## src/rtl/pc_ctrl_pkg.sv

```systemverilog
// Shared types for the PC redirect controller: FSM states, redirect sources, pending entry.
// Source encoding doubles as priority rank (TRAP > EX > ID > NONE).
package pc_ctrl_pkg;

  localparam int ADDR_W = 32;

  typedef enum logic {
    RUN  = 1'b0,
    PEND = 1'b1
  } pc_state_e;

  typedef enum logic [1:0] {
    NONE = 2'd0,
    ID   = 2'd1,
    EX   = 2'd2,
    TRAP = 2'd3
  } redir_src_e;

  typedef struct packed {
    redir_src_e              src;
    logic [ADDR_W-1:0]       target;
  } pend_t;

  function automatic logic [ADDR_W-1:0] word_align(input logic [ADDR_W-1:0] addr);
    return {addr[ADDR_W-1:2], 2'b00};
  endfunction

  // A fresh redirect replaces a held one only if it is a trap, or EX displacing an ID jump.
  function automatic logic preempts(input redir_src_e new_src, input redir_src_e held_src);
    return (new_src == TRAP) || ((new_src == EX) && (held_src == ID));
  endfunction

  function automatic logic kills_id_ex(input redir_src_e src);
    return (src == EX) || (src == TRAP);
  endfunction

endpackage

```

## src/rtl/pc_redir_arb.sv

```systemverilog
// Combinational fixed-priority redirect picker (trap > EX > ID), word-aligned target, zero latency.
// Trap inputs only take part when PC_CTRL_TRAP_EN is defined; no backpressure (pure select).
import pc_ctrl_pkg::*;

module pc_redir_arb (
  input  logic              trap_valid,
  input  logic [ADDR_W-1:0] trap_target,
  input  logic              ex_redir_valid,
  input  logic [ADDR_W-1:0] ex_redir_target,
  input  logic              id_redir_valid,
  input  logic [ADDR_W-1:0] id_redir_target,
  output redir_src_e        sel_src,
  output logic [ADDR_W-1:0] sel_target
);

  logic trap_hit;

`ifdef PC_CTRL_TRAP_EN
  assign trap_hit = trap_valid;
`else
  logic unused_trap_valid;
  assign unused_trap_valid = trap_valid;
  assign trap_hit          = 1'b0;
`endif

  always_comb begin
    sel_src    = NONE;
    sel_target = '0;
    if (trap_hit) begin
      sel_src    = TRAP;
      sel_target = word_align(trap_target);
    end else if (ex_redir_valid) begin
      sel_src    = EX;
      sel_target = word_align(ex_redir_target);
    end else if (id_redir_valid) begin
      sel_src    = ID;
      sel_target = word_align(id_redir_target);
    end
  end

endmodule

```

## src/rtl/pc_ctrl.sv

```systemverilog
// PC redirect/stall controller: same-cycle redirect when imem_ready, else hold in PEND until accepted.
// Zero added latency on redirects; keep_pc backpressures the PC while fetch is not accepted. Option: PC_CTRL_TRAP_EN.
import pc_ctrl_pkg::*;

module pc_ctrl (
  input  logic              clk,
  input  logic              rst,
  input  logic              imem_ready,
  input  logic              load_use_hazard,
  input  logic              ex_redir_valid,
  input  logic [ADDR_W-1:0] ex_redir_target,
  input  logic              id_redir_valid,
  input  logic [ADDR_W-1:0] id_redir_target,
  input  logic              trap_valid,
  input  logic [ADDR_W-1:0] trap_target,
  output logic              keep_pc,
  output logic              branch_op,
  output logic [ADDR_W-1:0] branch_target,
  output logic              stall_if_id,
  output logic              flush_if_id,
  output logic              flush_id_ex,
  output logic              redir_pending
);

  pc_state_e         state_q, state_d;
  pend_t             pend_q, pend_d;
  redir_src_e        arb_src;
  logic [ADDR_W-1:0] arb_target;
  redir_src_e        issue_src;
  logic [ADDR_W-1:0] issue_target;
  logic              run_take;

  pc_redir_arb u_arb (
    .trap_valid      (trap_valid),
    .trap_target     (trap_target),
    .ex_redir_valid  (ex_redir_valid),
    .ex_redir_target (ex_redir_target),
    .id_redir_valid  (id_redir_valid),
    .id_redir_target (id_redir_target),
    .sel_src         (arb_src),
    .sel_target      (arb_target)
  );

  // A load-use stall outranks an ID jump; ID re-raises it once the bubble clears.
  assign run_take = (arb_src != NONE) && !(load_use_hazard && (arb_src == ID));

  always_comb begin
    state_d       = state_q;
    pend_d        = pend_q;
    issue_src     = NONE;
    issue_target  = '0;
    keep_pc       = 1'b0;
    branch_op     = 1'b0;
    branch_target = '0;
    stall_if_id   = 1'b0;
    flush_if_id   = 1'b0;
    flush_id_ex   = 1'b0;

    if (!rst) begin
      case (state_q)
        RUN: begin
          if (run_take) begin
            if (imem_ready) begin
              issue_src    = arb_src;
              issue_target = arb_target;
            end else begin
              keep_pc       = 1'b1;
              pend_d.src    = arb_src;
              pend_d.target = arb_target;
              state_d       = PEND;
            end
          end else if (load_use_hazard) begin
            keep_pc     = 1'b1;
            stall_if_id = 1'b1;
            flush_id_ex = 1'b1;
          end else begin
            keep_pc = ~imem_ready;
          end
        end
        PEND: begin
          if (imem_ready) begin
            if (preempts(arb_src, pend_q.src)) begin
              issue_src    = arb_src;
              issue_target = arb_target;
            end else begin
              issue_src    = pend_q.src;
              issue_target = pend_q.target;
            end
            pend_d  = '0;
            state_d = RUN;
          end else begin
            keep_pc = 1'b1;
            if (preempts(arb_src, pend_q.src)) begin
              pend_d.src    = arb_src;
              pend_d.target = arb_target;
            end
          end
        end
        default: state_d = RUN;
      endcase

      if (issue_src != NONE) begin
        branch_op     = 1'b1;
        branch_target = issue_target;
        flush_if_id   = 1'b1;
        flush_id_ex   = kills_id_ex(issue_src);
      end
    end
  end

  always_ff @(posedge clk) begin
    if (rst) begin
      state_q <= RUN;
      pend_q  <= '0;
    end else begin
      state_q <= state_d;
      pend_q  <= pend_d;
    end
  end

  assign redir_pending = (state_q == PEND) && !rst;

  a_keep_vs_branch: assert property (@(posedge clk) !(keep_pc && branch_op));

endmodule
```

## config.mk

```make
export PLATFORM = sky130hd
export DESIGN_NAME = pc_ctrl
export DESIGN_NICKNAME = d
export VERILOG_FILES = /design/src/rtl/pc_ctrl_pkg.sv /design/src/rtl/pc_redir_arb.sv /design/src/rtl/pc_ctrl.sv
export SDC_FILE = /design/constraint.sdc
export NUM_CORES = 1
export LEC_CHECK = 0
export ABC_CLOCK_PERIOD_IN_PS = 1900
export CORE_MARGIN = 2
export CORE_UTILIZATION = 34
export DETAILED_ROUTE_END_ITERATION = 10
export PLACE_DENSITY_LB_ADDON = 0.25
export RECOVER_POWER = 100
export SLEW_MARGIN = 20
export SYNTH_ARGS = -nofsm -noshare
export SYNTH_HDL_FRONTEND = slang
export SYNTH_SLANG_ARGS = --single-unit
```

## constraint.sdc

```tcl
create_clock -name clk -period 1.9 [get_ports clk]
set_input_delay 0.38 -clock clk [delete_from_list [all_inputs] [get_ports clk]]
set_output_delay 0.38 -clock clk [all_outputs]
set_load 0.1 [all_outputs]
```

==> impl_metrics.tcl <==
set metrics [dict create \
    status "finished, violations left" \
    violations "setup timing" \
    dp_hpwl_mm 5.490 \
    vias 2733 \
    final-hold-violation-count 0 \
    wire_per_inst_um 19.73 \
    critPathLaunch "state_q$_SDFF_PP0_" \
    setup_ws_ns -0.6131 \
    drc_errors 0 \
    drt-vias-per-instance 6.060 \
    post-route-min-period_ns 2.513 \
    cp.arrival_ns 2.13 \
    synth_edf_count 0 \
    finClkSkew_ns 0.003628 \
    core_mm2 0.006350 \
    syn_avg_cell_area_um2 8.695 \
    cp_max_fo 10 \
    ys_types 28 \
    rr_startpoint "state_q$_SDFF_PP0_" \
    clockBufferDepth 2 \
    yosys_warnings 0 \
    die_w_um 85.23 \
    hold_depth 1 \
    cts_hold_buf 0 \
    cp-end-kind "primary output" \
    drtIter0Drc 143 \
    drive_gt1_share_pct 45.72 \
    cp-start-kind "register" \
    grtUsageTotal_pct 24.82 \
    rows 29 \
    setup_viol_count_final 33 \
    cts_sinks 33 \
    diodes 0 \
    cellLeakagePower_nw 1.709 \
    hold_start "pend_q[28]$_SDFFE_PP0P_" \
    grt_pass1_vias 2760 \
    dpl-instance-area_mm2 0.004310 \
    finalNonFillerCells 451 \
    synth_ff_type "dfxtp_1" \
    synthArstFlopShare_pct 0 \
    gp_congestion 0.7685 \
    clk_latency_ns 0.29 \
    worstRegToRegCells 5 \
    nets 476 \
    port-buffer-count 101 \
    pin_count 141 \
    die_h_um 85.23 \
    dr_wl_met3_um 465 \
    ir_worst_vdd_v 0.0002894 \
    grt.overflow.total 0 \
    netlist_area_mm2 0.002243 \
    ant_nets 0 \
    die-area_mm2 0.007264 \
    ys_seq_elements 33 \
    final_common_cell "clkdlybuf4s50_1" \
    power_density_mw_per_mm2 472.0 \
    start_util_pct 35.33 \
    antenna_found_initial 0 \
    dr.pass1.iters 4 \
    setup_tns_ns -18.68 \
    path_class "reg -> out" \
    layout_common_cells "clkdlybuf4s50_1 (60), buf_12 (37), nor4b_1 (31), buf_4 (31), dfxtp_1 (31)" \
    cp.required_ns 1.52 \
    grt_pass1_wl_mm 14.26 \
    cts_root_buf "clkbuf_8" \
    wirelength_met1_mm 3.669 \
    drt-total-wl_mm 8.896 \
    grt_max_degree 35 \
    wl_met2_mm 4.603 \
    holdWs_ns 0.4829 \
    synth_cells 258 \
    cts_htree_levels 2 \
    cts_tree "built" \
    fin_area_mm2 0.004677 \
    rsz0062_at_grt "true" \
    top_layer "met4" \
    synth-seq-area-share_pct 29.45 \
    dpl.cell_count 428 \
    drv_slew 0 \
    hold_path_class "reg -> reg" \
    period_share_pct 132.3 \
    cap_viol_max_count 0 \
    fmax_ghz 0.3979 \
    syn2layout_area_growth_pct 108.5 \
    cts_made_buffers 5 \
    clk_pin_slew_ns 0.07 \
]
## layout make-up
type                            count  area [um^2]
Clock buffer                        6        72.57
Tap cell                           77        96.34
Timing Repair Buffer              147         1841
Clock inverter                      2        10.01
Fill cell                         435         1673
Sequential cell                    33        663.1
Multi-Input combinational cell    182         1976
Inverter                            4        18.77
## cell families (layout without fill, tap and decap cells)
kind of cell	after synthesis	in the layout	synth area share (%)
AO/OA/AOI/OAI	102	102	38.15
AND/OR/NAND/NOR	78	78	22.76
buffers and inverters	44	159	9.481
flip-flops	33	33	29.45
other	1	2	0.1672
## through the flow
stage	utilization [%]	worst slack, ns	power [W]
2_1_floorplan	-	-0.6326	0.001286
3_3_place_gp	67.88	-0.8443	0.001574
3_5_place_dp	67.88	-0.8814	0.001589
4_1_cts	73.18	-0.5890	0.002200
5_1_grt	73.66	-0.6761	0.002288
6_report	73.66	-0.6131	0.002208
## routing by layer
metal,up-vias,track usage (%)
met3,14,4.961
li1,1273,-
met2,89,43.82
met4,0,7.359
met5,-,0
met1,1357,30.47
## flip-flops by register name (all words and copies together), names as in the netlist
| register | count |
|---|---|
| pend_q | 32 |
| state_q | 1 |
## synth_stat cells (3+ instances only)
cell / number / area (um^2)
a22o_1: 30 / 262.8
a22oi_1: 30 / 225.2
a31o_1: 30 / 262.8
buf_2: 11 / 55.05
buf_4: 3 / 22.52
buf_6: 3 / 33.78
clkbuf_1: 21 / 78.83
dfxtp_1: 33 / 660.6
inv_1: 4 / 15.01
nand2_1: 5 / 18.77
nor2b_1: 3 / 18.77
nor3_1: 30 / 150.1
nor4b_1: 31 / 271.5
o21ai_0: 4 / 20.02
## critical path, stage by stage, from the launching register on
cell and delay [ns]:
dfxtp_2 0.34, buf_6 0.16, nor2b_4 0.18, o21ai_4 0.09, a221oi_4 0.39, buf_4 0.18
buf_6 0.10, buf_12 0.16, nor3_4 0.07, buf_12 0.18
## what timing repair did
item / 4_1_cts / 5_1_grt
buffers inserted: 7 / 5
setup endpoints to repair: 66 / 35
resized for setup: 20 / 16
pin swaps: 26 / 11
cloned: 5 / 0
## path summary, 6_finish.rpt
check | to | slack [ns]
worst max-delay path | branch_target[4] | -0.61
worst min-delay path | pend_q[28]$_SDFFE_PP0P_ | 0.48
worst max register to register | pend_q[31]$_SDFFE_PP0P_ | 0.08
worst min register to register | pend_q[28]$_SDFFE_PP0P_ | 0.48
## power by group
| group | switching, W | total, W | internal [W] |
|---|---|---|---|
| logic | 0.000508 | 0.000936 | 0.000427 |
| clock network | 0.000269 | 0.000523 | 0.000254 |
| registers | 0.0000237 | 0.000749 | 0.000726 |
| total | 0.000801 | 0.00221 | 0.00141 |
Power figures use the tool's default switching activity.
